## src/rtl/lock_lockout_ctrl_if.sv

```systemverilog
// Signal bundle between the key pins / lock core and the lockout guard.
// fail_pulse and pass_pulse are single-cycle strobes, sampled on the clk edge with no handshake; key_in and clr_alarm are levels.
interface lock_lockout_ctrl_if;
  logic [3:0] key_in;
  logic       fail_pulse;
  logic       pass_pulse;
  logic       clr_alarm;
  logic [3:0] key_out;
  logic       locked_out;
  logic       alarm;
  logic [7:0] remaining_s;
  logic [3:0] fail_count;
  logic [1:0] state_dbg;

  modport master (
    output key_in, fail_pulse, pass_pulse, clr_alarm,
    input  key_out, locked_out, alarm, remaining_s, fail_count, state_dbg
  );

  modport slave (
    input  key_in, fail_pulse, pass_pulse, clr_alarm,
    output key_out, locked_out, alarm, remaining_s, fail_count, state_dbg
  );
endinterface

```

## src/rtl/lock_lockout_ctrl.sv

```systemverilog
// Brute-force guard for the keypad lock: counts failed attempts, gates keys during
// doubling timed penalties, and latches an alarm after repeated lockouts.
module lock_lockout_ctrl #(
  parameter int CLK_HZ         = 50_000_000,
  parameter int MAX_FAILS      = 3,
  parameter int BASE_PENALTY_S = 10,
  parameter int MAX_PENALTY_S  = 80,
  parameter int ALARM_LEVEL    = 3
) (
  input  logic                 clk,
  input  logic                 rst,
  lock_lockout_ctrl_if.slave   bus
);

  localparam int              PW        = (CLK_HZ > 1) ? $clog2(CLK_HZ) : 1;
  localparam logic [PW-1:0]   PRE_LAST  = PW'(CLK_HZ - 1);
  localparam logic [3:0]      FAIL_LAST = 4'(MAX_FAILS - 1);
  localparam logic [3:0]      ALARM_LVL = 4'(ALARM_LEVEL);
  localparam logic [7:0]      BASE      = 8'(BASE_PENALTY_S);
  localparam logic [7:0]      MAX_P     = 8'(MAX_PENALTY_S);

  typedef enum logic [1:0] {
    ST_ARMED   = 2'd0,
    ST_PENALTY = 2'd1,
    ST_RELEASE = 2'd2,
    ST_ALARM   = 2'd3
  } state_t;

  state_t        state, state_nxt;
  logic [3:0]    fail_cnt, fail_cnt_nxt;
  logic [3:0]    lockouts, lockouts_nxt;
  logic [7:0]    penalty, penalty_nxt;
  logic [7:0]    remaining, remaining_nxt;
  logic [PW-1:0] prescaler, prescaler_nxt;

  logic [3:0]    lock_inc;
  logic [8:0]    penalty_dbl;
  logic [7:0]    penalty_next_lockout;

  always_ff @(posedge clk or posedge rst) begin
    if (rst) begin
      state     <= ST_ARMED;
      fail_cnt  <= 4'd0;
      lockouts  <= 4'd0;
      penalty   <= BASE;
      remaining <= 8'd0;
      prescaler <= '0;
    end else begin
      state     <= state_nxt;
      fail_cnt  <= fail_cnt_nxt;
      lockouts  <= lockouts_nxt;
      penalty   <= penalty_nxt;
      remaining <= remaining_nxt;
      prescaler <= prescaler_nxt;
    end
  end

  // 9-bit doubling so a penalty above 127 s saturates instead of wrapping.
  always_comb begin
    lock_inc             = (lockouts == 4'd15) ? 4'd15 : lockouts + 4'd1;
    penalty_dbl          = {penalty, 1'b0};
    penalty_next_lockout = (penalty_dbl > {1'b0, MAX_P}) ? MAX_P : penalty_dbl[7:0];
  end

  always_comb begin
    state_nxt     = state;
    fail_cnt_nxt  = fail_cnt;
    lockouts_nxt  = lockouts;
    penalty_nxt   = penalty;
    remaining_nxt = remaining;
    prescaler_nxt = '0;

    unique case (state)
      ST_ARMED: begin
        if (bus.pass_pulse) begin
          fail_cnt_nxt = 4'd0;
          lockouts_nxt = 4'd0;
          penalty_nxt  = BASE;
        end else if (bus.fail_pulse) begin
          if (fail_cnt < FAIL_LAST) begin
            fail_cnt_nxt = fail_cnt + 4'd1;
          end else begin
            fail_cnt_nxt = 4'd0;
            lockouts_nxt = lock_inc;
            if (lock_inc == ALARM_LVL) begin
              state_nxt = ST_ALARM;
            end else begin
              state_nxt     = ST_PENALTY;
              remaining_nxt = penalty;
              penalty_nxt   = penalty_next_lockout;
            end
          end
        end
      end

      ST_PENALTY: begin
        if (prescaler == PRE_LAST) begin
          if (remaining <= 8'd1) begin
            state_nxt     = ST_RELEASE;
            remaining_nxt = 8'd0;
          end else begin
            remaining_nxt = remaining - 8'd1;
          end
        end else begin
          prescaler_nxt = prescaler + PW'(1);
        end
      end

      // Wait for every key to be up so the core never sees a held key as a fresh press.
      ST_RELEASE: begin
        if (bus.key_in == 4'hf) state_nxt = ST_ARMED;
      end

      ST_ALARM: begin
        remaining_nxt = 8'd0;
        if (bus.clr_alarm) begin
          state_nxt    = ST_RELEASE;
          lockouts_nxt = 4'd0;
          penalty_nxt  = BASE;
          fail_cnt_nxt = 4'd0;
        end
      end

      default: state_nxt = ST_ARMED;
    endcase
  end

  assign bus.key_out     = (state == ST_ARMED) ? bus.key_in : 4'hf;
  assign bus.locked_out  = (state != ST_ARMED);
  assign bus.alarm       = (state == ST_ALARM);
  assign bus.remaining_s = remaining;
  assign bus.fail_count  = fail_cnt;
  assign bus.state_dbg   = state;

endmodule

```

## src/flat_wrapper.sv

```systemverilog
// flat-port wrapper written by rule: the top's interface ports become plain ports
module lock_lockout_ctrl_flat 
#(
  parameter int CLK_HZ         = 50_000_000,
  parameter int MAX_FAILS      = 3,
  parameter int BASE_PENALTY_S = 10,
  parameter int MAX_PENALTY_S  = 80,
  parameter int ALARM_LEVEL    = 3
)
  (clk, rst, bus_key_in, bus_fail_pulse, bus_pass_pulse, bus_clr_alarm, bus_key_out, bus_locked_out, bus_alarm, bus_remaining_s, bus_fail_count, bus_state_dbg);
  lock_lockout_ctrl_if bus_i ();
  input  logic clk;
  input  logic rst;
  input wire logic [$bits(bus_i.key_in)-1:0] bus_key_in;
  input wire logic [$bits(bus_i.fail_pulse)-1:0] bus_fail_pulse;
  input wire logic [$bits(bus_i.pass_pulse)-1:0] bus_pass_pulse;
  input wire logic [$bits(bus_i.clr_alarm)-1:0] bus_clr_alarm;
  output wire logic [$bits(bus_i.key_out)-1:0] bus_key_out;
  output wire logic [$bits(bus_i.locked_out)-1:0] bus_locked_out;
  output wire logic [$bits(bus_i.alarm)-1:0] bus_alarm;
  output wire logic [$bits(bus_i.remaining_s)-1:0] bus_remaining_s;
  output wire logic [$bits(bus_i.fail_count)-1:0] bus_fail_count;
  output wire logic [$bits(bus_i.state_dbg)-1:0] bus_state_dbg;
  assign bus_i.key_in = bus_key_in;
  assign bus_i.fail_pulse = bus_fail_pulse;
  assign bus_i.pass_pulse = bus_pass_pulse;
  assign bus_i.clr_alarm = bus_clr_alarm;
  assign bus_key_out = bus_i.key_out;
  assign bus_locked_out = bus_i.locked_out;
  assign bus_alarm = bus_i.alarm;
  assign bus_remaining_s = bus_i.remaining_s;
  assign bus_fail_count = bus_i.fail_count;
  assign bus_state_dbg = bus_i.state_dbg;
  lock_lockout_ctrl #(.CLK_HZ(CLK_HZ), .MAX_FAILS(MAX_FAILS), .BASE_PENALTY_S(BASE_PENALTY_S), .MAX_PENALTY_S(MAX_PENALTY_S), .ALARM_LEVEL(ALARM_LEVEL)) u_core (.clk(clk), .rst(rst), .bus(bus_i));
endmodule
```

## config.mk

```make
export PLATFORM = sky130hd
export DESIGN_NAME = lock_lockout_ctrl_flat
export DESIGN_NICKNAME = d
export VERILOG_FILES = /design/src/rtl/lock_lockout_ctrl_if.sv /design/src/rtl/lock_lockout_ctrl.sv /design/src/flat_wrapper.sv
export SDC_FILE = /design/constraint.sdc
export NUM_CORES = 1
export LEC_CHECK = 0
export ABC_AREA = 1
export BUFFER_PORTS_ARGS = -buffer_cell sky130_fd_sc_hd__buf_2
export CORE_ASPECT_RATIO = 1.1
export CORE_MARGIN = 1
export CORE_UTILIZATION = 59
export DETAILED_ROUTE_END_ITERATION = 12
export GPL_ROUTABILITY_DRIVEN = 1
export HOLD_SLACK_MARGIN = 0.08
export PLACE_DENSITY_LB_ADDON = 0.2
export SYNTH_ARGS = -nofsm -noshare
export SYNTH_HDL_FRONTEND = slang
export SYNTH_SLANG_ARGS = --single-unit
```

## constraint.sdc

```tcl
create_clock -name clk -period 2 [get_ports clk]
set_input_delay 0.2 -clock clk [delete_from_list [all_inputs] [get_ports clk]]
set_output_delay 0.2 -clock clk [all_outputs]
set_load 0.005 [all_outputs]
```

== After elaboration in Yosys (flattened, before gate mapping) ==
Cells that the tools add are included.
Storage, ports and cells
  register bits after elaboration: 52
  output and inout bits: 20
Cells by class
  add/sub/neg operators: 4
  $lt $le $gt $ge: 3
  equality and inequality tests: 18
  mux-type cells: 36
  reduce and logical (&&, ||, !) cells: 9
Operators by type and width (number)
  $mux 8: 12
  $mux 26: 2
  $mux 4: 9
  $add 26x1->26 const B: 1
  $eq 26x26->1 const B: 1
  $pmux 8 s3: 1
  $mux 2: 8
  $pmux 4 s2: 2
  $pmux 8 s2: 1
  $ne 2x2->1 const B: 5
  $gt 9x7->1 const B: 1
  $ne 3x3->1 const B: 3
  $add 4x1->4 const B: 2
  $eq 4x4->1 const B: 2
  $le 8x1->1 const B: 1
  $pmux 2 s4: 1
  $sub 8x1->8 const B: 1
  $reduce_and 7->1: 1
  $ne 2x1->1 const B: 3
  $reduce_and 6->1: 1
  $reduce_and 5->1: 1
  $eq 2x2->1 const B: 2
  $eq 4x2->1 const B: 1
  $lt 4x2->1 const B: 1
  other kinds (6): 7

== Logic depth before layout (Yosys ltp) ==
Gate-level depths: netlist (run 1).
  depth after elaboration: 8
  depth in mapped cells: 11

== Worst setup path before layout (run 1) ==
OpenSTA, ideal clock, no wires.
  kind: reg2reg
  start point: reg u_core.state[0], in the netlist u_core.bus.state_dbg[0]
  end point: reg u_core.lockouts[0]
  setup time: 0.129 ns
  arrival time: 1.444 ns
  data required time: 1.871 ns
  setup slack: 0.427 ns
  cell stages (with the launch flop): 10
  path buffers: 0
  cell sequence: dfrtp_1 -> inv_1 -> ha_1 -> nand2_1 -> o21ai_2 -> nor2_4 -> nand2_1 -> inv_2 -> o21ai_0 -> o21ai_0
Between the ends
  longest elaborated chain between the ends: 3
  elaborated cells on any way between the ends: 8
  those cells by class: eq/ne (4); mux (1); reduce/logical (3)
Ends and longest elaborated chain
  start: declaration: line lock_lockout_ctrl.sv:29  | state_t state, state_nxt;
  start signal: assignment: line lock_lockout_ctrl.sv:49  | state <= state_nxt;
  $eq 2x2->1 / $logic_not 2->1 (equally long branches): line lock_lockout_ctrl.sv:73  | unique case (state)
  $ne 2x2->1 (no line) (tied with other cells)
  $reduce_and 4->1 (no line)
  end signal: assignment: line lock_lockout_ctrl.sv:51  | lockouts <= lockouts_nxt;
  end: declaration: line lock_lockout_ctrl.sv:31  | logic [3:0] lockouts, lockouts_nxt;
Parallel ways exist; a longest one is shown, timed or not.
A chain may end at the register's enable or synchronous reset.

== Worst setup path in the final report (run 1) ==
  start point: reg u_core.state[0], in the netlist u_core.bus.state_dbg[0]
  end point: out bus_key_out[0]
Between the ends
  longest elaborated chain between the ends: 2
Ends and longest elaborated chain
  $logic_not 2->1: line lock_lockout_ctrl.sv:128  | assign bus.key_out = (state == ST_ARMED) ? bus.key_in : 4'hf;
  $mux 4: line lock_lockout_ctrl.sv:128
  end: declaration: line flat_wrapper.sv:18  | output wire logic [$bits(bus_i.key_out)-1:0] bus_key_out;
No other way between the ends.

==> impl_metrics.tcl, run 1 <==
set metrics [dict create \
    fin_crit_sh_pct 93.88 \
    status "complete, no violations" \
    cts_tree "built" \
    worstReg2RegEnd "u_core.lockouts[0]$_DFFE_PP0P_" \
    finalNonFillerCells 522 \
    cts-root-buf "clkbuf_8" \
    fin_nets 482 \
    fmax_mhz 532.6 \
    overflow 0 \
    multi_input_area_mm2 0.001633 \
    setup_tns_ns 0 \
    die-width_um 71.47 \
    dr.first_iter.drc_count 163 \
    wl_per_cell_um 13.12 \
    setup_viol 0 \
    cap_violations 0 \
    rsz0062_at_grt "no" \
    antenna_cells 0 \
    die_h_um 78.41 \
    vdd_ir_drop_max_mv 0.8056 \
    r2r_start "u_core.bus.state_dbg[0]$_DFFE_PP0P_" \
    io_pins 29 \
    endpoint_kind "output port" \
    syn_area_per_cell_um2 7.421 \
    start_util_pct 61.80 \
    grt_pass1_wl_mm 11.94 \
    die-area_mm2 0.005604 \
    core-area_mm2 0.005067 \
    grt_pass1_vias 2710 \
    fp-row-count 27 \
    cp-start-kind "flop" \
    synthesis.nets 441 \
    finClkSkew_ns 0.006659 \
    synthCells 422 \
    final_hold_viol_count 0 \
    power.density_mw_per_mm2 1150 \
    reg2reg_depth 9 \
    fillers 443 \
    clockBufferDepth 2 \
    worst_pin_slew_ns 0.5314 \
    synth_seq_cells 51 \
    drtPass1Iterations 4 \
    grt_usage_pct 26.98 \
    min_delay_worst_endpoint "u_core.penalty[3]$_DFFE_PP1P_" \
    holdWs_ns 0.2247 \
    syn_area_mm2 0.003132 \
    via_per_inst 5.446 \
    ys.warnings.count 0 \
    finalCriticalPeriod_ns 1.878 \
    grt_max_degree 27 \
    worstPathArrival_ns 1.68 \
    timing.slew.headroom_pct 64.52 \
    min_from "bus_pass_pulse" \
    area_growth_syn_to_layout_pct 11.59 \
    io_buffers 28 \
    htree_num_levels 2 \
    drv_slew 0 \
    numCtsBuffers 5 \
    hp-class "primary input to flop" \
    crit_path_max_fanout 5 \
    drive_gt1_share_pct 15.95 \
    vias 2843 \
    p_leak_nw 1.737 \
    cts.sinks 51 \
    ys_types 34 \
    critical_path_class "flop to output port" \
    drtAntennaViolNets 0 \
    place_inst 511 \
    mostFrequentLayoutCell "nand2_1" \
    dpl.hpwl_mm 5.227 \
    grt_antenna_before_repair 0 \
    place_congestion 0.9131 \
    min_path_cells 4 \
    drt_wl_total_mm 6.847 \
    r2r_slack_ns 0.19 \
    mostFrequentLayoutCells "nand2_1 (105), nor2_1 (64), inv_1 (50)" \
    regArea_mm2 0.001279 \
    path_clk_slew_ns 0.09 \
    drc 0 \
    yosysSeqAreaShare_pct 40.83 \
    clock_latency_ns 0.30 \
    worstPathRequired_ns 1.80 \
]
[critical path: stages, from the launching register on]
cell	delay, ns
dfrtp_1	0.46
inv_1	0.15
ha_2	0.26
inv_1	0.11
or2_2	0.28
buf_2	0.13
[cell type report]
cell class	instances	area share [%]
multi-input cells	313	46.72
flip-flops and latches	51	36.59
repair buffers	36	6.158
inverters	56	6.015
clock buffers	6	2.077
well taps	58	2.077
clock inverters	2	0.3580
[repair_timing]
action | 4_1_cts | 5_1_grt
hold endpoints to repair | 22 | 0
setup buffers | 0 | 2
hold buffers | 1 | 0
gates resized for setup | 0 | 1
setup endpoints to repair | 0 | 12
[power by group]
part	internal, mW	leakage [nW]	switching, mW
sequential	1.23	0.690	0.167
clock	0.245	0.0412	0.343
combinational	0.757	1.01	1.28
[per-layer routing]
metal / up-vias / wire length (µm) / track usage, %
li1: 1433 / - / -
met1: 1325 / 2998 / 32.64
met2: 65 / 3465 / 47.05
met3: 20 / 232 / 4.365
met4: 0 / 150 / 12.16
met5: - / 0 / 0
[cells by family after synthesis]
group | Yosys count | synth area share [%]
flip-flops | 51 | 40.83
XOR/XNOR | 15 | 4.195
buffers and inverters | 58 | 7.111
AND/OR/NAND/NOR | 249 | 35.80
adder cells (fa/ha/maj) | 10 | 3.995
AO/OA/AOI/OAI | 39 | 8.071
[Yosys cell counts]
master	count	area [µm²]
buf_4	1	7.510
o21ai_2	2	17.52
nor3_1	10	50.05
nor3b_1	4	30.03
nand3_1	35	175.2
a31oi_1	1	6.260
inv_2	4	15.01
nor4_1	1	6.260
nand3_4	1	17.52
o21ai_4	1	16.27
dfstp_2	2	52.55
buf_2	1	5.000
ha_1	10	125.1
clkinv_1	1	3.750
o21bai_1	9	67.56
o21ai_1	4	20.02
nor2_2	6	37.54
a21boi_4	1	18.77
dfrtp_1	49	1226
nand2_4	3	33.78
nand2_2	5	31.28
nor2_4	2	22.52
and2_1	1	6.260
or2_2	3	18.77
nor2_1	64	240.2
xor2_1	13	113.9
nand4_1	8	50.05
nand2_1	105	394.1
a21oi_1	4	20.02
nand3b_1	1	7.510
o22ai_1	1	6.260
inv_1	51	191.4
o21ai_0	16	80.08
xnor2_1	2	17.52
[how the worst max path moves through the flow]
stage                                              startpoint                                    end  slack, ns  depth (start not counted)
after global routing      u_core.bus.state_dbg[1]$_DFFE_PP0P_  u_core.bus.remaining_s[1]$_DFFE_PP0P_       0.01                          6
final                     u_core.bus.state_dbg[0]$_DFFE_PP0P_                         bus_key_out[0]       0.12                          5
after CTS                 u_core.bus.state_dbg[0]$_DFFE_PP0P_                         bus_key_out[0]       0.04                          5
after detailed placement  u_core.bus.state_dbg[0]$_DFFE_PP0P_  u_core.bus.remaining_s[1]$_DFFE_PP0P_       0.12                          9
after floorplan           u_core.bus.state_dbg[0]$_DFFE_PP0P_         u_core.lockouts[0]$_DFFE_PP0P_       0.43                          9
after global placement    u_core.bus.state_dbg[0]$_DFFE_PP0P_  u_core.bus.remaining_s[0]$_DFFE_PP0P_       0.21                          9
[stage by stage]
stage | cell area, µm² | worst slack [ns] | utilization [%] | power, mW
detailed placement | 3369 | 0.1218 | 66.49 | 3.332
CTS | 3465 | 0.04341 | 68.37 | 3.939
global route | 3495 | 0.01429 | 68.96 | 4.383
global placement | 3369 | 0.2123 | 66.49 | 3.297
finish | 3495 | 0.1223 | 68.96 | 4.017
floorplan | 3132 | 0.4271 | - | 2.771
[sequential cells by signal, summed over array words and instances, names as in the netlist]
register / cells
u_core.bus.fail_count: 4
u_core.bus.remaining_s: 8
u_core.bus.state_dbg: 2
u_core.lockouts: 4
u_core.penalty: 7
u_core.prescaler: 26
Note: power is estimated with default switching activity, not from simulation.
==> run 2: changes to the inputs <==
CORE_ASPECT_RATIO = 0.6   (was 1.1)
RECOVER_POWER = 50   (was unset)
==> run 2 against run 1 <==
Effect of this change:
- clock power grew 24%
- clock-buffer cell count shrank 1
- critical endpoint unchanged
- core utilization shrank 0.37 points
- sequential power is essentially flat
==> impl_metrics.tcl, run 2 (same netlist as run 1, synthesis figures left out) <==
set metrics [dict create \
    worstPathRequired_ns 1.80 \
    die_h_um 58.44 \
    dpl.hpwl_mm 5.566 \
    status "complete, no violations" \
    grt_usage_pct 29.02 \
    fin_nets 479 \
    total_power_mw 4.095 \
    setup_viol 0 \
    endpoint_kind "output port" \
    top_register "u_core.prescaler" \
    core-area_mm2 0.005080 \
    cts_tree "built" \
    cap_violations 0 \
    finalCriticalPeriod_ns 1.862 \
    htree_num_levels 2 \
    power.density_mw_per_mm2 1175 \
    drc 0 \
    drv_slew 0 \
    area_growth_syn_to_layout_pct 11.27 \
    layout_setup_ws_ns 0.1382 \
    path_clk_slew_ns 0.10 \
    io_buffers 28 \
    numCtsBuffers 5 \
    cts.sinks 51 \
    final_hold_viol_count 0 \
    start_util_pct 61.65 \
    finClkSkew_ns 0.003957 \
    fin_crit_sh_pct 93.09 \
    worstPathArrival_ns 1.66 \
    critical_path_class "flop to output port" \
    min_path_cells 4 \
    vias 2849 \
    reg2reg_depth 9 \
    clock_latency_ns 0.31 \
    final_util_pct 68.60 \
    vdd_ir_drop_max_mv 0.9217 \
    drive_gt1_share_pct 14.35 \
    antenna_cells 0 \
    fmax_mhz 537.1 \
    mostFrequentLayoutCell "nand2_1" \
    post_cts_buffers 0 \
    grt_pass1_vias 2511 \
    die-width_um 96.06 \
    timing.slew.headroom_pct 15.30 \
    fillers 433 \
    grt_pass1_wl_mm 12.34 \
    via_per_inst 5.416 \
    clockBufferDepth 2 \
    hp-class "primary input to flop" \
    largest_reg_flops 26 \
    overflow 0 \
    p_leak_nw 1.708 \
    fp-row-count 20 \
    grt_max_degree 52 \
    drtPass1Iterations 5 \
    drtAntennaViolNets 0 \
    worst_pin_slew_ns 1.270 \
    preCtsSetupSlack_ns 0.1715 \
    io_pins 29 \
    dr.first_iter.drc_count 213 \
    wl_per_cell_um 14.06 \
    crit_path_max_fanout 5 \
    place_congestion 0.9121 \
    drt_wl_total_mm 7.398 \
    grt_antenna_before_repair 0 \
    die-area_mm2 0.005613 \
    cp-start-kind "flop" \
    mostFrequentLayoutCells "nand2_1 (105), nor2_1 (63), inv_1 (51)" \
    cts-root-buf "clkbuf_8" \
]
## run 2: worst max-delay path, cell delays in order (launching register included)
cell,delay [ns]
dfrtp_1,0.46
inv_1,0.13
ha_2,0.26
inv_1,0.11
or2_2,0.28
buf_2,0.13
## run 2: cell type report
type	count	area, µm²	area share, %
timing repair buffer	33	171.4	4.919
clock inverter	2	37.54	1.077
sequential	51	1279	36.70
inverter	56	210.2	6.032
tap	66	82.58	2.370
clock buffer	5	68.82	1.975
multi-input combinational	313	1635	46.93
## run 2: path summary, 6_finish.rpt
| check | from | end | slack (ns) |
|---|---|---|---|
| min in group asynchronous | rst | u_core.prescaler[20]$_DFF_PP0_ | 0.85 |
| worst min-delay path | bus_fail_pulse | u_core.bus.fail_count[1]$_DFFE_PP0P_ | 0.23 |
| worst max-delay path | u_core.bus.state_dbg[1]$_DFFE_PP0P_ | bus_key_out[0] | 0.14 |
| max in group asynchronous | rst | u_core.prescaler[22]$_DFF_PP0_ | 0.39 |
| worst max register to register | u_core.bus.state_dbg[1]$_DFFE_PP0P_ | u_core.bus.remaining_s[6]$_DFFE_PP0P_ | 0.20 |
| worst min register to register | u_core.prescaler[0]$_DFF_PP0_ | u_core.prescaler[0]$_DFF_PP0_ | 0.47 |
## run 2: per-stage QoR
stage	instance area [µm²]	hold slack, ns	setup TNS [ns]	instances
after floorplan	3132	0.3776	0	422
after global placement	3385	0.2649	0	518
after detailed placement	3385	0.2685	0	518
after CTS	3501	0.2274	0	526
after global routing	3485	0.2503	-0.005082	526
final	3485	0.2292	0	526
## run 2: timing repair
item,in CTS,in global routing
hold buffers,1,0
hold endpoints to repair,49,0
endpoints found under the setup margin,0,13
resized for setup,0,2
## run 2: per-layer routing
| layer | GRT usage, % | share of wire, % | vias to the layer above |
|---|---|---|---|
| li1 | - | - | 1412 |
| met1 | 48.59 | 53 | 1307 |
| met2 | 37.59 | 38 | 121 |
| met3 | 6.331 | 8.3 | 9 |
| met4 | 4.691 | 0.65 | 0 |
| met5 | 0 | 0 | - |
## run 2: power breakdown
group | leakage (nW) | switching (mW) | internal [mW] | total, mW
sequential | 0.690 | 0.181 | 1.23 | 1.41
combinational | 0.967 | 1.28 | 0.680 | 1.96
clock | 0.0502 | 0.364 | 0.367 | 0.731
==> run 3: changes to the inputs <==
RECOVER_POWER = unset   (was 50)
==> run 3 against run 2 <==
Effect of this change:
- sequential share of layout area decreased by 0.22 points
- clock skew is essentially flat
- sequential cell count is the same
- critical path type unchanged
- largest cell class unchanged
==> impl_metrics.tcl, run 3 (same netlist as run 1, synthesis figures left out) <==
set metrics [dict create \
    hp-class "primary input to flop" \
    drtAntennaViolNets 0 \
    path_buf_inv 3 \
    finalNonFillerCells 526 \
    path_clk_slew_ns 0.10 \
    drtPass1Iterations 5 \
    mostFrequentLayoutCell "nand2_1" \
    power.density_mw_per_mm2 1171 \
    cp-start-kind "flop" \
    holdWs_ns 0.2302 \
    vdd_ir_drop_max_mv 0.9225 \
    grt_antenna_before_repair 0 \
    drt_wl_total_mm 7.395 \
    min_from "bus_fail_pulse" \
    place_congestion 0.9121 \
    via_per_inst 5.430 \
    io_pins 29 \
    clock_latency_ns 0.31 \
    dpl.hpwl_mm 5.566 \
    grt_pass1_vias 2511 \
    htree_num_levels 2 \
    fin_nets 479 \
    die_h_um 58.44 \
    min_delay_worst_endpoint "u_core.bus.fail_count[1]$_DFFE_PP0P_" \
    fin_crit_sh_pct 93.16 \
    p_leak_nw 1.732 \
    cp_num_cells 5 \
    worst_pin_slew_ns 0.4144 \
    endpoint_kind "output port" \
    cts-root-buf "clkbuf_8" \
    grt_pass1_wl_mm 12.34 \
    setup_viol 0 \
    grt_max_degree 52 \
    drc 0 \
    crit_path_max_fanout 5 \
    vias 2856 \
    clockBufferDepth 2 \
    finClkSkew_ns 0.004026 \
    drv_slew 0 \
    layout_setup_ws_ns 0.1367 \
    worstPathArrival_ns 1.66 \
    die-width_um 96.06 \
    antenna_cells 0 \
    grt_usage_pct 29.02 \
    die-area_mm2 0.005613 \
    fmax_mhz 536.7 \
    io_buffers 28 \
    total_power_mw 4.104 \
    core-area_mm2 0.005080 \
    critical_path_class "flop to output port" \
    place_inst 518 \
    cpPeakStageDelay_ns 0.46 \
    area_growth_syn_to_layout_pct 11.95 \
    preCtsSetupSlack_ns 0.1715 \
    mostFrequentLayoutCells "nand2_1 (105), nor2_1 (63), inv_1 (50)" \
    start_util_pct 61.65 \
    min_path_cells 4 \
    worstReg2RegEnd "u_core.bus.remaining_s[6]$_DFFE_PP0P_" \
    top_register "u_core.prescaler" \
    worstPathRequired_ns 1.80 \
    wl_per_cell_um 14.06 \
    overflow 0 \
    critPathSlowestCell "dfrtp_1" \
    fp-row-count 20 \
    crit_chain "inv_1, ha_2, inv_1, or2_2, buf_2" \
    crit_top_cell "inv_1" \
    status "complete, no violations" \
    cts_tree "built" \
    numCtsBuffers 5 \
    finalCriticalPeriod_ns 1.863 \
    drive_gt1_share_pct 15.65 \
    largest_reg_flops 26 \
    reg2reg_depth 9 \
    cap_violations 0 \
    setup_tns_ns 0 \
    timing.slew.headroom_pct 72.37 \
    r2r_start "u_core.bus.state_dbg[1]$_DFFE_PP0P_" \
    fillers 430 \
    dr.first_iter.drc_count 217 \
    path_delay_family "flip-flops" \
    cts.sinks 51 \
    r2r_slack_ns 0.20 \
    final_hold_viol_count 0 \
]
[run 3: changes by cell type in the layout (fill, tap and decap cells not counted), sizes merged]
cell    change
buf         +6
clkbuf      -6
[run 3: through the flow]
stage          cell area, µm²  util [%]
2_1_floorplan            3132         -
3_3_place_gp             3385     66.63
3_5_place_dp             3385     66.63
4_1_cts                  3501     68.92
5_1_grt                  3506     69.01
6_report                 3506     69.01
[run 3: metal layers]
metal  track usage [%]  share of wire (%)
met5                 0                  0
met4             4.691               0.65
met3             6.331                8.3
met2             37.59                 38
met1             48.59                 53
[run 3: worst max-delay path by stage]
stage                                             start                                    end
finish              u_core.bus.state_dbg[1]$_DFFE_PP0P_                         bus_key_out[0]
global route        u_core.bus.state_dbg[1]$_DFFE_PP0P_         u_core.lockouts[0]$_DFFE_PP0P_
CTS                 u_core.bus.state_dbg[1]$_DFFE_PP0P_                         bus_key_out[0]
detailed placement  u_core.bus.state_dbg[1]$_DFFE_PP0P_  u_core.bus.remaining_s[6]$_DFFE_PP0P_
global placement    u_core.bus.state_dbg[1]$_DFFE_PP0P_    u_core.bus.state_dbg[1]$_DFFE_PP0P_
floorplan           u_core.bus.state_dbg[0]$_DFFE_PP0P_         u_core.lockouts[0]$_DFFE_PP0P_
[run 3: worst register-to-register path, cell delays in order, from the launching register on]
cell,delay [ns]
dfrtp_1,0.46
inv_1,0.13
ha_2,0.26
inv_1,0.11
a21oi_1,0.21
nor2_1,0.08
nand2_2,0.18
inv_2,0.12
nand3_1,0.11
nand2_1,0.06
[run 3: layout make-up]
class / count / area, µm² / share of cell area, %
Multi-Input combinational cell: 313 / 1635 / 46.65
Sequential cell: 51 / 1279 / 36.47
Inverter: 56 / 210.2 / 5.996
Timing Repair Buffer: 33 / 192.7 / 5.496
Tap cell: 66 / 82.58 / 2.355
Clock buffer: 5 / 68.82 / 1.963
Clock inverter: 2 / 37.54 / 1.071
[run 3: where the power goes]
part | internal, mW | switching, mW
logic | 0.689 | 1.28
registers | 1.23 | 0.181
clock network | 0.367 | 0.363
[run 3: timing repair]
| action | CTS | global route |
|---|---|---|
| gates resized for setup | 0 | 2 |
| buffers inserted | 0 | 0 |
| hold endpoints to repair | 49 | 0 |
| hold buffers | 1 | 0 |
| endpoints found under the setup margin | 0 | 13 |
